## src/rtl/aq_axis_pkt_gen_pkg.sv

```systemverilog
// aq_axis_pkt_gen_pkg
//   Shared definitions for the AXI4-Stream packet generator.
//   - state_e      : FSM state encoding
//   - HDR_LEN_LSB  : bit offset of the packet length field in the header beat
//   - hdr_seq_lsb(): bit offset of the sequence field (sits just above the length field)
package aq_axis_pkt_gen_pkg;

    typedef enum logic [1:0] {
        ST_IDLE = 2'd0,
        ST_ARM  = 2'd1,
        ST_SEND = 2'd2,
        ST_GAP  = 2'd3
    } state_e;

    localparam int HDR_LEN_LSB = 0;

    // The sequence field starts right above the length field, whose width is a
    // parameter of the generator, so the offset is derived from it.
    function automatic int hdr_seq_lsb(input int len_width);
        return len_width;
    endfunction

endpackage

```

## src/rtl/aq_axis_pkt_payload.sv

```systemverilog
// aq_axis_pkt_payload
//   Payload data register and beat counter for the packet generator.
//   Ports:
//     clk, rst_n : clock, synchronous active-low reset
//     load       : load data with seed and clear the beat counter (run start)
//     adv        : a payload beat transferred this cycle
//     seed       : first payload value of the run
//     pkt_len    : latched payload beats per packet (0 behaves as 1)
//     data       : current payload value
//     last       : current payload beat is the final one of the packet
module aq_axis_pkt_payload #(
    parameter int DATA_WIDTH = 64,
    parameter int LEN_WIDTH  = 16
) (
    input  logic                  clk,
    input  logic                  rst_n,
    input  logic                  load,
    input  logic                  adv,
    input  logic [DATA_WIDTH-1:0] seed,
    input  logic [LEN_WIDTH-1:0]  pkt_len,
    output logic [DATA_WIDTH-1:0] data,
    output logic                  last
);

    logic [DATA_WIDTH-1:0] data_q, data_d;
    logic [LEN_WIDTH-1:0]  beat_q, beat_d;
    logic [LEN_WIDTH-1:0]  len_eff;

    always_comb begin
        len_eff = (pkt_len == '0) ? LEN_WIDTH'(1) : pkt_len;
        last    = (beat_q == len_eff - LEN_WIDTH'(1));
        data_d  = data_q;
        beat_d  = beat_q;
        if (load) begin
            data_d = seed;
            beat_d = '0;
        end else if (adv) begin
            // Data keeps counting across packet boundaries; only the beat index wraps.
            data_d = data_q + DATA_WIDTH'(1);
            beat_d = last ? '0 : beat_q + LEN_WIDTH'(1);
        end
    end

    always_ff @(posedge clk) begin
        if (!rst_n) begin
            data_q <= '0;
            beat_q <= '0;
        end else begin
            data_q <= data_d;
            beat_q <= beat_d;
        end
    end

    assign data = data_q;

endmodule

```

## src/rtl/aq_axis_pkt_gen.sv

```systemverilog
// aq_axis_pkt_gen
//   AXI4-Stream packet source for driving the write side of an AXIS FIFO.
//   Emits runs of fixed-length packets with an incrementing data pattern,
//   optional inter-packet gaps and packet-boundary throttling.
//   Ports:
//     M_AXIS_ACLK, RST_N        : clock, synchronous active-low reset
//     START / STOP              : run start pulse / end-at-packet-boundary pulse
//     PKT_LEN/PKT_NUM/PKT_GAP/SEED : run configuration, latched at START
//     THROTTLE                  : holds off the next packet start (FIFO almost-full)
//     M_AXIS_TVALID/TREADY/TLAST/TDATA : AXI4-Stream master
//     BUSY, DONE, PKT_COUNT     : status
//   Build option: define AQ_AXIS_PKT_GEN_HDR_EN to prepend a header beat
//   {zeros, seq[15:0], PKT_LEN} to every packet.
module aq_axis_pkt_gen
    import aq_axis_pkt_gen_pkg::*;
#(
    parameter int DATA_WIDTH = 64,
    parameter int LEN_WIDTH  = 16,
    parameter int GAP_WIDTH  = 8
) (
    input  logic                  M_AXIS_ACLK,
    input  logic                  RST_N,
    input  logic                  START,
    input  logic                  STOP,
    input  logic [LEN_WIDTH-1:0]  PKT_LEN,
    input  logic [15:0]           PKT_NUM,
    input  logic [GAP_WIDTH-1:0]  PKT_GAP,
    input  logic [DATA_WIDTH-1:0] SEED,
    input  logic                  THROTTLE,
    output logic                  M_AXIS_TVALID,
    input  logic                  M_AXIS_TREADY,
    output logic                  M_AXIS_TLAST,
    output logic [DATA_WIDTH-1:0] M_AXIS_TDATA,
    output logic                  BUSY,
    output logic                  DONE,
    output logic [15:0]           PKT_COUNT
);

    state_e                 state_q, state_d;
    logic                   stop_q, stop_d;
    logic [LEN_WIDTH-1:0]   len_q, len_d;
    logic [15:0]            num_q, num_d;
    logic [GAP_WIDTH-1:0]   gap_q, gap_d;
    logic [GAP_WIDTH-1:0]   gap_cnt_q, gap_cnt_d;
    logic [15:0]            pkt_cnt_q, pkt_cnt_d;
    logic                   tvalid_q, tvalid_d;
    logic                   done_q, done_d;

    logic                   xfer, pay_xfer, pkt_end, stop_pend, pay_load, pay_last;
    logic [15:0]            pkt_cnt_inc;
    logic [DATA_WIDTH-1:0]  pay_data;
    state_e                 arm_ns;

`ifdef AQ_AXIS_PKT_GEN_HDR_EN
    localparam int HDR_SEQ_LSB = hdr_seq_lsb(LEN_WIDTH);
    logic                  hdr_q, hdr_d;
    logic [DATA_WIDTH-1:0] hdr_word;
`endif

    aq_axis_pkt_payload #(
        .DATA_WIDTH (DATA_WIDTH),
        .LEN_WIDTH  (LEN_WIDTH)
    ) u_payload (
        .clk     (M_AXIS_ACLK),
        .rst_n   (RST_N),
        .load    (pay_load),
        .adv     (pay_xfer),
        .seed    (SEED),
        .pkt_len (len_q),
        .data    (pay_data),
        .last    (pay_last)
    );

    always_comb begin
        xfer        = tvalid_q & M_AXIS_TREADY;
`ifdef AQ_AXIS_PKT_GEN_HDR_EN
        pay_xfer    = xfer & ~hdr_q;
`else
        pay_xfer    = xfer;
`endif
        pkt_end     = pay_xfer & pay_last;
        pkt_cnt_inc = pkt_cnt_q + 16'd1;
        stop_pend   = stop_q | STOP;
        pay_load    = (state_q == ST_IDLE) & START;
        // Decision taken whenever the FSM is ready to begin a new packet.
        arm_ns      = stop_pend ? ST_IDLE : (THROTTLE ? ST_ARM : ST_SEND);

        state_d   = state_q;
        stop_d    = stop_pend;
        len_d     = len_q;
        num_d     = num_q;
        gap_d     = gap_q;
        gap_cnt_d = gap_cnt_q;
        pkt_cnt_d = pkt_cnt_q;

        case (state_q)
            ST_IDLE: begin
                // A STOP alone in IDLE is dropped; together with START it ends the run in ARM.
                stop_d = START & STOP;
                if (START) begin
                    len_d     = PKT_LEN;
                    num_d     = PKT_NUM;
                    gap_d     = PKT_GAP;
                    pkt_cnt_d = '0;
                    state_d   = ST_ARM;
                end
            end
            ST_ARM: state_d = arm_ns;
            ST_GAP: begin
                // The last gap cycle already makes the ARM decision so the idle
                // stretch between packets is exactly PKT_GAP cycles.
                if (gap_cnt_q <= GAP_WIDTH'(1)) state_d = arm_ns;
                else                            gap_cnt_d = gap_cnt_q - GAP_WIDTH'(1);
            end
            ST_SEND: begin
                if (pkt_end) begin
                    pkt_cnt_d = pkt_cnt_inc;
                    if (((num_q != '0) && (pkt_cnt_inc == num_q)) || stop_pend) begin
                        state_d = ST_IDLE;
                    end else if (gap_q != '0) begin
                        state_d   = ST_GAP;
                        gap_cnt_d = gap_q;
                    end else if (!THROTTLE) begin
                        state_d = ST_SEND;
                    end else begin
                        state_d = ST_ARM;
                    end
                end
            end
            default: state_d = ST_IDLE;
        endcase

        if (state_d == ST_IDLE) stop_d = 1'b0;
        tvalid_d = (state_d == ST_SEND);
        done_d   = (state_q != ST_IDLE) && (state_d == ST_IDLE);

`ifdef AQ_AXIS_PKT_GEN_HDR_EN
        // Header is owed on every entry into SEND and on a zero-bubble packet restart.
        hdr_d = hdr_q;
        if ((state_d == ST_SEND) && ((state_q != ST_SEND) || pkt_end)) hdr_d = 1'b1;
        else if (xfer)                                                 hdr_d = 1'b0;
        hdr_word = '0;
        hdr_word[HDR_LEN_LSB +: LEN_WIDTH] = len_q;
        hdr_word[HDR_SEQ_LSB +: 16]        = pkt_cnt_q;
`endif
    end

    always_ff @(posedge M_AXIS_ACLK) begin
        if (!RST_N) begin
            state_q   <= ST_IDLE;
            stop_q    <= 1'b0;
            len_q     <= '0;
            num_q     <= '0;
            gap_q     <= '0;
            gap_cnt_q <= '0;
            pkt_cnt_q <= '0;
            tvalid_q  <= 1'b0;
            done_q    <= 1'b0;
`ifdef AQ_AXIS_PKT_GEN_HDR_EN
            hdr_q     <= 1'b0;
`endif
        end else begin
            state_q   <= state_d;
            stop_q    <= stop_d;
            len_q     <= len_d;
            num_q     <= num_d;
            gap_q     <= gap_d;
            gap_cnt_q <= gap_cnt_d;
            pkt_cnt_q <= pkt_cnt_d;
            tvalid_q  <= tvalid_d;
            done_q    <= done_d;
`ifdef AQ_AXIS_PKT_GEN_HDR_EN
            hdr_q     <= hdr_d;
`endif
        end
    end

    assign M_AXIS_TVALID = tvalid_q;
`ifdef AQ_AXIS_PKT_GEN_HDR_EN
    assign M_AXIS_TLAST  = tvalid_q & pay_last & ~hdr_q;
    assign M_AXIS_TDATA  = hdr_q ? hdr_word : pay_data;
`else
    assign M_AXIS_TLAST  = tvalid_q & pay_last;
    assign M_AXIS_TDATA  = pay_data;
`endif
    assign BUSY      = (state_q != ST_IDLE);
    assign DONE      = done_q;
    assign PKT_COUNT = pkt_cnt_q;

endmodule
```

## config.mk

```make
export PLATFORM = sky130hd
export DESIGN_NAME = aq_axis_pkt_gen
export DESIGN_NICKNAME = d
export VERILOG_FILES = /design/src/rtl/aq_axis_pkt_gen_pkg.sv /design/src/rtl/aq_axis_pkt_payload.sv /design/src/rtl/aq_axis_pkt_gen.sv
export SDC_FILE = /design/constraint.sdc
export NUM_CORES = 1
export LEC_CHECK = 0
export ABC_CLOCK_PERIOD_IN_PS = 9200
export BUFFER_PORTS_ARGS = -buffer_cell sky130_fd_sc_hd__buf_2
export CORE_ASPECT_RATIO = 0.7
export CORE_MARGIN = 3
export CORE_UTILIZATION = 58
export DETAILED_ROUTE_END_ITERATION = 7
export GPL_TIMING_DRIVEN = 0
export PLACE_DENSITY = 0.95
export SYNTH_ARGS = -nofsm -noshare
export SYNTH_HDL_FRONTEND = slang
export SYNTH_SLANG_ARGS = --single-unit
```

## constraint.sdc

```tcl
create_clock -name M_AXIS_ACLK -period 9.2 [get_ports M_AXIS_ACLK]
set_clock_uncertainty 0.05 [all_clocks]
set_input_delay 0.92 -clock M_AXIS_ACLK [delete_from_list [all_inputs] [get_ports M_AXIS_ACLK]]
set_output_delay 0.92 -clock M_AXIS_ACLK [all_outputs]
set_load 0.02 [all_outputs]
```

# [Word-level counts from Yosys, hierarchy flattened]
# Index checks and enable logic that the tools add are counted.
[word_totals] word_cells=73 register_bits=149 n_memories=0 mem_bits_ro=0 in_bits=110 output_inout_bits=84 ram_bits=0 latch_bits=0
[classes] n_mux=21 order_cmp=1 add_sub_neg=5 n_bitwise=7 n_eq_ne=11 multipliers=0 n_shift=0 div_mod_pow=0 n_reduce_logical=17
[op_table] op="two-way mux 64 bit" count=2
[op_table] op="adder 64 x 1 -> 64 bit, second input constant" count=1
[op_table] op="two-way mux 16 bit" count=4
[op_table] op="adder 16 x 1 -> 16 bit, second input constant" count=2
[op_table] op="equality test 16 bit" count=2
[op_table] op="two-way mux 8 bit" count=4
[op_table] op="one-hot mux 16 bit (2 select lines)" count=1
[op_table] op="zero test 16 bit" count=1
[op_table] op="one-hot mux 8 bit (2 select lines)" count=1
[op_table] op="nonzero test 16 bit" count=1
[op_table] op="subtractor 16 x 1 -> 16 bit, second input constant" count=1
[op_table] op="two-way mux 2 bit" count=7
[op_table] op="inequality test 2 bit, second input constant" count=5
[op_table] op="<= comparator 8 x 1 -> 1 bit, second input constant" count=1
[op_table] op="one-hot mux 2 bit (4 select lines)" count=1
[op_table] op="nonzero test 2 bit" count=4
[op_table] op="nonzero test 8 bit" count=1
[op_table] op="subtractor 8 x 1 -> 8 bit, second input constant" count=1
[op_table] op="equality test 2 bit, second input constant" count=3
[op_table] op="bitwise AND 1 bit" count=5
[op_table] op="AND reduction 5 bit" count=1
[op_table] op="zero test 2 bit" count=2
[op_table] op="OR reduction 2 bit" count=2
[op_table] op="AND reduction 3 bit" count=1
[op_table] op="7 further kinds" count=8

# [Logic depth before layout (Yosys ltp)]
# Gate-level depths: netlist (run 1).
[logic_depth] ltp_word=9 mapped_depth=18 depth_no_buf=13

# [By module]
# Synthesis (run 1) repeated with hierarchy kept, for this count alone.
[unflattened] hier_cells=1074 area_unflattened_um2=8755.9
[by_module_without_submodules] module="aq_axis_pkt_payload" area_per_inst_um2=4847.1 cells_each=594 instances=1 seq_area_each_um2=1601.5
[by_module_without_submodules] module="aq_axis_pkt_gen" area_per_inst_um2=3908.7 cells_each=480 instances=1 seq_area_each_um2=1381.3

# [Worst setup path after synthesis (run 1)]
# No wires, ideal clock.
[synth_path] path_kind="register to output" from="register len_q[2]" to="output port M_AXIS_TLAST" path_slack_ns=5.142 path_stages_with_launch=16 t_arrival_ns=3.088 required_ns=8.230 n_path_buf=3 cell_sequence="dfxtp_1 buf_6 nor4_2 and4_1 buf_4 a21oi_1 ha_1 clkbuf_1 xor2_1 nor2_1 a21oi_1 a2111o_1 nor2_1 nand2_1 a2111o_1 nor2_1"
[synth_between] elab_chain_len=5
[synth_rtl] item="start: declaration" line_no="aq_axis_pkt_gen.sv:41" text="logic [LEN_WIDTH-1:0] len_q, len_d;"
[synth_rtl] item="start signal: assignment" line_no="aq_axis_pkt_gen.sv:165" text="len_q <= len_d;"
[synth_rtl] item="zero test 16 bit" line_no="aq_axis_pkt_payload.sv:30" text="len_eff = (pkt_len == '0) ? LEN_WIDTH'(1) : pkt_len;"
[synth_rtl] item="two-way mux 16 bit *" line_no="aq_axis_pkt_payload.sv:30"
[synth_rtl] item="subtractor 16 x 1 -> 16 bit *" line_no="aq_axis_pkt_payload.sv:31" text="last = (beat_q == len_eff - LEN_WIDTH'(1));"
[synth_rtl] item="equality test 16 bit *" line_no="aq_axis_pkt_payload.sv:31"
[synth_rtl] item="bitwise AND 1 bit *" line_no="aq_axis_pkt_gen.sv:183" text="assign M_AXIS_TLAST = tvalid_q & pay_last;"
[synth_rtl] item="end: declaration" line_no="aq_axis_pkt_gen.sv:32" text="output logic M_AXIS_TLAST,"
# Every way passes the cells marked *; elsewhere a longest branch is shown, timed or not.

# [Worst setup path in the final report (run 1)]
# Same ends and word-level chain as after synthesis.

==> results of run 1 <==
logic make-up (layout without fill, tap and decap cells):
family,after synthesis,in the layout
adders and majority gates,6,6
DFF,149,149
and+or+nand+nor,465,465
xor gates and xnor gates,109,109
AOI/OAI and AO/OA,233,233
other,0,1
buffers and inverters,84,308
muxes,5,5
worst max-delay path by stage:
stage	startpoint	to	slack (ps)	cells after the start
global route	len_q[2]$_SDFFE_PN0P_	M_AXIS_TLAST	4090	16
floorplan	len_q[2]$_SDFFE_PN0P_	M_AXIS_TLAST	5140	15
CTS	len_q[2]$_SDFFE_PN0P_	M_AXIS_TLAST	4350	16
global placement	len_q[2]$_SDFFE_PN0P_	M_AXIS_TLAST	4850	16
finish	len_q[2]$_SDFFE_PN0P_	M_AXIS_TLAST	4270	16
detailed placement	len_q[2]$_SDFFE_PN0P_	M_AXIS_TLAST	4820	16
through the flow:
step           std cells  utilization [%]
5_1_grt             1461             73.7
4_1_cts             1460             73.6
2_1_floorplan       1051                -
3_3_place_gp        1428             69.3
6_report            1461             73.7
3_5_place_dp        1428             69.3
state kept, by name, indices dropped and copies added (netlist names), 2 cells and up:
| register | cells |
|---|---|
| gap_q | 8 |
| state_q | 2 |
| gap_cnt_q | 8 |
| u_payload.beat_q | 16 |
| len_q | 16 |
| u_payload.data | 64 |
| num_q | 16 |
| PKT_COUNT | 16 |
synthesized netlist by cell type, types with 23 or more instances:
| master | instances | area, µm² |
|---|---|---|
| nand3_1 | 39 | 195 |
| dfxtp_1 | 149 | 2980 |
| a21oi_1 | 97 | 485 |
| nor3_1 | 26 | 130 |
| o21ai_0 | 53 | 265 |
| nand2_1 | 149 | 559 |
| xor2_1 | 49 | 429 |
| a211oi_1 | 41 | 308 |
| clkbuf_1 | 58 | 218 |
| xnor2_1 | 60 | 526 |
| nand4_1 | 23 | 144 |
| nor2_1 | 117 | 439 |
final cells by class:
| class | instances | area, µm² |
|---|---|---|
| buffer | 65 | 268 |
| clock inverter | 14 | 141 |
| multi-input combinational | 818 | 4740 |
| clock buffer | 18 | 439 |
| antenna | 1 | 2.50 |
| fill | 992 | 3520 |
| tap | 185 | 231 |
| sequential | 149 | 2980 |
| inverter | 19 | 71.3 |
| timing repair buffer | 192 | 961 |
routing by layer:
layer,track usage (%),vias up
met5,0,-
li1,-,4106
met2,51.2,551
met1,42.5,4045
met3,7.50,49
met4,10.0,0
power by group:
group          switching [mW]  internal, mW  leakage [nW]
sequential             0.0429         0.680          1.22
clock                   0.302         0.389         0.284
combinational           0.152        0.0995          2.39
total                   0.497          1.17          3.89
worst max-delay path, stage by stage (launching register included):
cell,delay [ps]
dfxtp_1,310
buf_6,130
nor4_2,520
and4_1,270
buf_4,160
a21oi_1,70
ha_1,190
clkbuf_1,210
xor2_1,190
nor2_1,100
a21oi_1,50
a2111o_1,420
nor2_1,120
nand2_1,60
a2111o_1,440
nor2_1,110
buf_2,170
==> metrics.md, run 1 <==
| Metric | Value |
|---|---|
| Clk sink count | 149 |
| Slew @ Worst Pin | 812 ps |
| Die extent in y | 105 µm |
| Fraction of registers with async set/reset | 0% |
| Most used DFF post-synth | dfxtp_1 |
| Maximum clock frequency | 203 MHz |
| Crit path required time | 8230 ps |
| Hold slack | 430 ps |
| Final Max Slew Viols | 0 |
| CTS root buffer | clkbuf_16 |
| CP Launch Type | flip-flop |
| Initial DRC Count | 940 |
| Placer congestion estimate | 0.959 |
| First-pass GRT wire length | 39900 µm |
| Detail Placement HPWL | 18700 µm |
| Part of the cycle the worst path needs | 53.6% |
| #FFs+latches synth | 149 |
| Vias per cell | 5.99 |
| Path type of the worst setup path | reg2out |
| Metal3 WL | 2970 µm |
| Setup-failing EPs final | 0 |
| Max cap viols | 0 |
| YS warnings | 0 |
| FF-to-FF End | gap_cnt_q[6]$_SDFFE_PN0P_ |
| Synth cell types | 59 |
| Lkg Pwr | 3.89 nW |
| Worst hold start | gap_cnt_q[7]$_SDFFE_PN0P_ |
| Slew headroom | 45.4% |
| H-tree levels | 4 |
| Routed wire per std cell | 17.3 µm |
| Synth Area in Compound Gates | 17.4% |
| Die area | 15400 µm² |
| Simple-Gate Fraction of Synth Area | 27.9% |
| Design Power | 1.67 mW |
| Design area | 9840 µm² |
| Avg Cell Area, Syn | 7.67 µm² |
| Final wirelength | 25200 µm |
| Grt ovf | 0 |
| Most frequent cells in the layout | buf_2, dfxtp_1, nand2_1 |
| Vias in the first global route | 7939 |
| Inserted Clock Buffers | 17 |
| CTS tree | yes |
| Largest net degree at the start of global routing | 17 |
| DR top layer | met4 |
| Routed via count | 8751 |
| Placed inst area | 9260 µm² |
| CP Data Arrival Time | 3960 ps |
| # DRC | 0 |
| EDFF count, synth | 0 |
| R2r startpoint | len_q[2]$_SDFFE_PN0P_ |
| Buffers on Ports | 192 |
| Initial core utilization | 60.4% |
| Latest clock arrival within the worst-skew pair | 420 ps |
| Combinational family with the most area after synthesis | simple AND/OR/NAND/NOR gates |
| Hold WC Path Type | reg2reg |
| Clk slew on worst S/H paths | 70 ps |
| Fraction of layout cells with a size suffix above 1 | 19.0% |
| RSZ-0062 raised after global routing | false |
| Setup bufs post-CTS | 0 |
| Placeable Area | 13400 µm² |
| Initial antenna violation count | 1 |
| Final worst setup slack | 4270 ps |
| Sequential element share of the synthesized area | 37.0% |
| Hold Violations, Final | 0 |
| Setup TNS | 0 ps |
| Post-layout net count | 1378 |
| Outcome | complete, no violations |
| Die width | 147 µm |
| DR pass1 iterations | 7 |
| Most common cell after layout, fill and taps aside | buf_2 |
| Rows | 35 |
| Dpl ws | 4820 ps |
| Syn Inst Count | 1051 |
| Met2 wire length | 11500 µm |
| # hold bufs at CTS | 0 |
| Max clock buf depth | 2 |
| R2r setup slk | 4790 ps |
| Min-Delay Endpoint | gap_cnt_q[7]$_SDFFE_PN0P_ |
| Worst Path Max Fanout | 8 |
| Post-Syn Area | 8060 µm² |
| Ports | 194 |
| Tot GR Track Use | 31.8% |
| WHS Path Cells | 2 |
| Post-Synth Adder-Cell Area | 0.931% |
| R2r worst-path depth | 18 |
| Mux cell area share after synthesis | 0.652% |
| Post-Synth XOR/XNOR Area | 11.8% |
| Wire length on met1 | 10200 µm |
| Post-cts gate resize count | 0 |
| Power density over cell area | 169 nW/µm² |
| Crit. End Element | output port |
| Antenna viol nets, final | 0 |
| Synth Net Count | 1167 |
| Minimum clock period | 4930 ps |
| Peak VDD IR | 0.134 mV |
| Area growth syn-to-layout | 22.0% |
Note: power is estimated with default switching activity, not from simulation.
==> run 2: changes to the inputs <==
--- a/config.mk
+++ b/config.mk
@@ -5,14 +5,14 @@
 export SDC_FILE = /design/constraint.sdc
 export NUM_CORES = 1
 export LEC_CHECK = 0
-export ABC_CLOCK_PERIOD_IN_PS = 9200
+export ABC_CLOCK_PERIOD_IN_PS = 4200
 export BUFFER_PORTS_ARGS = -buffer_cell sky130_fd_sc_hd__buf_2
 export CORE_ASPECT_RATIO = 0.7
 export CORE_MARGIN = 3
-export CORE_UTILIZATION = 58
+export CORE_UTILIZATION = 49
 export DETAILED_ROUTE_END_ITERATION = 7
 export GPL_TIMING_DRIVEN = 0
-export PLACE_DENSITY = 0.95
+export PLACE_DENSITY = 0.87
 export SYNTH_ARGS = -nofsm -noshare
 export SYNTH_HDL_FRONTEND = slang
 export SYNTH_SLANG_ARGS = --single-unit
==> constraint.sdc (replaced) <==
create_clock -name M_AXIS_ACLK -period 4.2 [get_ports M_AXIS_ACLK]
set_clock_uncertainty 0.05 [all_clocks]
set_input_delay 0.42 -clock M_AXIS_ACLK [delete_from_list [all_inputs] [get_ports M_AXIS_ACLK]]
set_output_delay 0.42 -clock M_AXIS_ACLK [all_outputs]
set_load 0.02 [all_outputs]
==> run 2 against run 1 <==
Flip-flop and latch count is the same. Wire length up 1.1%. Design area is 0.80% higher. First-iteration DRC count shrank 26%. Power is 120% higher. Clock power is 120% higher. Non-clock buffer count unchanged. Highest routed layer unchanged. Clock-buffer cell count unchanged. Combinational power increased by 120%. Cell count is 2.3% higher.
==> metrics.md, run 2 (synthesis gave the netlist of run 1 again) <==
| Metric | Value |
|---|---|
| Latest clock arrival within the worst-skew pair | 430 ps |
| Crit path required time | 4430 ps |
| Final Max Slew Viols | 0 |
| Grt ovf | 0 |
| Initial DRC Count | 699 |
| Hold Violations, Final | 0 |
| Maximum clock frequency | 247 MHz |
| CTS root buffer | clkbuf_16 |
| Placer congestion estimate | 0.949 |
| Hold WC Path Type | in2reg |
| Outcome | complete, no violations |
| Max cap viols | 0 |
| Initial antenna violation count | 0 |
| Tot GR Track Use | 27.6% |
| Die extent in y | 113 µm |
| Rows | 38 |
| Setup TNS | 0 ps |
| Crit-path slowest cell | clkbuf_1 |
| Placed inst area | 9300 µm² |
| Lkg Pwr | 3.89 nW |
| Placeable Area | 15800 µm² |
| Minimum clock period | 4040 ps |
| Die width | 159 µm |
| Most common cell after layout, fill and taps aside | buf_2 |
| CP Launch Type | flip-flop |
| FILL cells | 1410 |
| Crit path largest cell delay | 500 ps |
| Final wirelength | 25500 µm |
| CP dominant cell by count | a21oi_1 |
| Max FFs per register | 64 |
| Critical path cell sequence | buf_6 > nor4_4 > and4_1 > buf_4 > a21oi_1 > ha_2 > nand3_1 > mux2_2 > o31ai_1 > a21oi_1 > nand4_1 > buf_2 > clkbuf_1 > a21oi_1 > o21ai_0 > a21oi_1 |
| Most frequent cells in the layout | buf_2, dfxtp_1, nand2_1 |
| Area growth syn-to-layout | 23.0% |
| Setup-failing EPs final | 0 |
| Slew headroom | 35.8% |
| Clk slew on worst S/H paths | 60 ps |
| Routed via count | 8550 |
| Clk sink count | 149 |
| Design area | 9920 µm² |
| Part of the cycle the worst path needs | 96.2% |
| Post-layout net count | 1378 |
| H-tree levels | 4 |
| Design Power | 3.67 mW |
| Largest net degree at the start of global routing | 17 |
| DR pass1 iterations | 6 |
| Ports | 194 |
| Vias per cell | 5.72 |
| Detail Placement HPWL | 18900 µm |
| Initial core utilization | 51.1% |
| Routed wire per std cell | 17.0 µm |
| Max clock buf depth | 2 |
| Buffers on Ports | 192 |
| Crit. End Element | flip-flop |
| Power density over cell area | 370 nW/µm² |
| CP Data Arrival Time | 4270 ps |
| First-pass GRT wire length | 40300 µm |
| CTS tree | yes |
| Worst Path Max Fanout | 10 |
| Antenna viol nets, final | 0 |
| # DRC | 0 |
| N_diodes | 0 |
| Inserted Clock Buffers | 17 |
| Path type of the worst setup path | reg2reg |
| Dpl ws | -82.3 ps |
| Vias in the first global route | 7989 |
| Slew @ Worst Pin | 954 ps |
| Die area | 18100 µm² |
| Final worst setup slack | 158 ps |
| Peak VDD IR | 0.221 mV |
| Fraction of layout cells with a size suffix above 1 | 19.3% |
==> run 2: cell count changes in the layout (fill, tap and decap cells not counted), moves of 2 or more <==
cell        before  now
clkinv_2         2    0
clkinv_4         1    3
clkinvlp_4       2    4
nor4_4           0    2
==> run 2: worst paths after layout <==
| check | start | to | slack [ps] | cells past startpoint |
|---|---|---|---|---|
| setup / recovery | len_q[2]$_SDFFE_PN0P_ | PKT_COUNT[11]$_SDFFE_PN0P_ | 160 | 16 |
| hold / removal | PKT_LEN[3] | len_q[3]$_SDFFE_PN0P_ | 170 | 3 |
| setup reg to reg | len_q[2]$_SDFFE_PN0P_ | PKT_COUNT[11]$_SDFFE_PN0P_ | 160 | 16 |
| hold reg to reg | stop_q$_SDFF_PP0_ | stop_q$_SDFF_PP0_ | 430 | 2 |
==> run 2: where the power goes <==
part	leakage (nW)	switching, mW	internal (mW)	total, mW
clock network	0.274	0.680	0.849	1.53
registers	1.22	0.0952	1.49	1.58
logic	2.40	0.336	0.223	0.559
total	3.89	1.11	2.56	3.67
==> run 2: repair_timing <==
item                       4_1_cts  5_1_grt
resized for setup                3        2
hold buffers                     0        0
setup buffers                    0        1
setup endpoints to repair       14       11
pin swaps                        1        2
==> run 2: cell type report <==
| type | count | area (µm²) | share of cell area (%) |
|---|---|---|---|
| Clock inverter | 14 | 144 | 1.45 |
| Tap cell | 220 | 275 | 2.78 |
| Inverter | 19 | 71.3 | 0.719 |
| Clock buffer | 18 | 439 | 4.43 |
| Multi-Input combinational cell | 818 | 4770 | 48.1 |
| Timing Repair Buffer | 193 | 968 | 9.77 |
| Buffer | 64 | 264 | 2.66 |
| Sequential cell | 149 | 2980 | 30.1 |
==> run 2: worst max-delay path: cells and delay by family, from the launching register on <==
| family | cells | cell delay (ps) |
|---|---|---|
| multiplexers | 1 | 350 |
| flip-flops | 1 | 310 |
| AND/OR/NAND/NOR | 4 | 930 |
| AO/OA/AOI/OAI | 6 | 960 |
| adder cells (fa/ha/maj) | 1 | 250 |
| buffers and inverters | 4 | 1040 |
==> run 2: stage by stage <==
stage | hold WS (ps) | util [%] | std cells
after floorplan | 394 | - | 1051
after global placement | 413 | 58.9 | 1463
after detailed placement | 420 | 58.9 | 1463
after CTS | 163 | 62.7 | 1494
after global routing | 167 | 62.8 | 1495
final | 175 | 62.8 | 1495
==> run 2: routing by layer <==
| layer | routed length [µm] | global-route usage [%] |
|---|---|---|
| met1 | 11400 | 37.5 |
| met2 | 11100 | 42.8 |
| met3 | 2510 | 7.39 |
| met4 | 478 | 8.98 |
| met5 | 0 | 0 |
==> run 3: changes to the inputs <==
--- a/config.mk
+++ b/config.mk
@@ -7,12 +7,15 @@
 export LEC_CHECK = 0
 export ABC_CLOCK_PERIOD_IN_PS = 4200
 export BUFFER_PORTS_ARGS = -buffer_cell sky130_fd_sc_hd__buf_2
+export CAP_MARGIN = 20
+export CELL_PAD_IN_SITES_DETAIL_PLACEMENT = 2
+export CELL_PAD_IN_SITES_GLOBAL_PLACEMENT = 2
 export CORE_ASPECT_RATIO = 0.7
 export CORE_MARGIN = 3
-export CORE_UTILIZATION = 49
+export CORE_UTILIZATION = 27
 export DETAILED_ROUTE_END_ITERATION = 7
 export GPL_TIMING_DRIVEN = 0
-export PLACE_DENSITY = 0.87
+export PLACE_DENSITY = 0.85
 export SYNTH_ARGS = -nofsm -noshare
 export SYNTH_HDL_FRONTEND = slang
 export SYNTH_SLANG_ARGS = --single-unit
==> run 3 against run 2 <==
Wire length rose by 39%. First-iteration DRC count down 43%. Design area is 3.6% higher. Die area increased by 77%. Via count up 2.7%. Critical path type is now reg2out. Critical endpoint is now M_AXIS_TLAST.
==> metrics.md, run 3 (synthesis gave the netlist of run 1 again) <==
| Metric | Value |
|---|---|
| Rows | 52 |
| Most frequent cells in the layout | buf_2, dfxtp_1, nand2_1 |
| Die extent in y | 151 µm |
| Most common cell after layout, fill and taps aside | buf_2 |
| # hold bufs at CTS | 0 |
| Setup TNS | 0 ps |
| CTS root buffer | clkbuf_16 |
| Routed wire per std cell | 21.3 µm |
| Grt ovf | 0 |
| Inserted Clock Buffers | 17 |
| Dpl ws | -488 ps |
| Design Power | 3.88 mW |
| Final core utilization | 35.2% |
| Final wirelength | 35500 µm |
| Max cap viols | 0 |
| # DRC | 0 |
| Tot GR Track Use | 21.6% |
| CP dominant cell by count | nor2_1 |
| Initial antenna violation count | 6 |
| Placer congestion estimate | 0.886 |
| Routed via count | 8781 |
| Clk slew on worst S/H paths | 70 ps |
| H-tree levels | 4 |
| DR pass1 iterations | 5 |
| Area growth syn-to-layout | 27.4% |
| Fraction of layout cells with a size suffix above 1 | 20.2% |
| Die width | 213 µm |
| Hold Violations, Final | 0 |
| Ports | 194 |
| Lkg Pwr | 3.99 nW |
| Crit-path slowest cell | a2111o_1 |
| Placed Cells | 1621 |
| CTS tree | yes |
| Final worst setup slack | 84.3 ps |
| Post-layout net count | 1387 |
| Placed inst area | 9500 µm² |
| Critical path cell sequence | buf_6 > nor4_4 > and4_1 > buf_6 > a21oi_2 > ha_4 > xor2_1 > nor2_1 > a21oi_1 > a2111o_1 > nor2_1 > nand2_1 > a2111o_1 > nor2_1 > buf_4 |
| Crit path largest cell delay | 470 ps |
| Power density over cell area | 377 nW/µm² |
| Part of the cycle the worst path needs | 98.0% |
| Buffers on Ports | 192 |
| Finished Layout Cells | 1662 |
| Hold WC Path Type | in2reg |
| Max clock buf depth | 2 |
| Die area | 32000 µm² |
| Max FFs per register | 64 |
| Peak VDD IR | 0.199 mV |
| Slew @ Worst Pin | 1040 ps |
| Worst Path Max Fanout | 8 |
| Multi-input logic area | 4810 µm² |
| Maximum clock frequency | 243 MHz |
| Minimum clock period | 4120 ps |
| N_diodes | 0 |
| Slew headroom | 30.1% |
| Buf/Inv on CP | 3 |
| Path type of the worst setup path | reg2out |
| Setup-failing EPs final | 0 |
| FF+latch area | 2980 µm² |
| Detail Placement HPWL | 26700 µm |
| Latest clock arrival within the worst-skew pair | 440 ps |
| Initial core utilization | 27.7% |
| First-pass GRT wire length | 53500 µm |
| Antenna viol nets, final | 0 |
| Largest net degree at the start of global routing | 17 |
| Placeable Area | 29100 µm² |
| Critical path's top delay family | compound AO/OA/AOI/OAI gates |
| CP Data Arrival Time | 3650 ps |
| Outcome | complete, no violations |
| Crit path required time | 3730 ps |
| Initial DRC Count | 398 |
| Clk sink count | 149 |
| Hold slack | 159 ps |
| CP Launch Type | flip-flop |
| Final Max Slew Viols | 0 |
| Vias in the first global route | 9221 |
| Crit. End Element | output port |
| FILL cells | 3438 |
| Design area | 10300 µm² |
| Vias per cell | 5.28 |
run 3: changes by cell type in the layout (fill, tap and decap cells not counted), sizes merged:
cell,delta
buf,+10
inv,-6
clkinv,+3
bufinv,+2
clkbuf,+2
clkinvlp,-2
run 3: final timing paths:
kind                                                  end  depth (start not counted)                  start  slack, ps
worst max-delay path                         M_AXIS_TLAST                         15  len_q[2]$_SDFFE_PN0P_         80
worst max register to register  gap_cnt_q[2]$_SDFFE_PN0P_                         18  len_q[2]$_SDFFE_PN0P_        150
worst min register to register      num_q[2]$_SDFFE_PN0P_                          2  num_q[2]$_SDFFE_PN0P_        440
worst min-delay path                num_q[8]$_SDFFE_PN0P_                          3             PKT_NUM[8]        160
run 3: layer usage:
layer,wire [µm],global-route usage [%]
met1,16900,30.0
met3,1980,5.39
met5,62,0
met2,16200,34.4
met4,294,3.52
run 3: cell type report:
class                   instances  share of cell area [%]
plain buffers                  64                    2.70
repair buffers                202                    10.1
flip-flops and latches        149                    29.0
inverters                      19                   0.694
well taps                     378                    4.61
clock buffers                  21                    4.58
clock inverters                11                    1.46
multi-input cells             818                    46.8
run 3: report_power, final:
group / internal, mW / switching (mW)
Sequential: 1.49 / 0.0999
Clock: 0.984 / 0.671
Combinational: 0.241 / 0.390
Total: 2.71 / 1.16
run 3: worst min-delay path, stage by stage:
cell	delay [ps]
buf_2	90
nand2_1	40
a21oi_1	50
run 3: repair_timing:
item,4_1_cts,5_1_grt
setup buffers,1,9
endpoints found under the setup margin,39,40
gates resized for setup,8,13
pin swaps,2,9
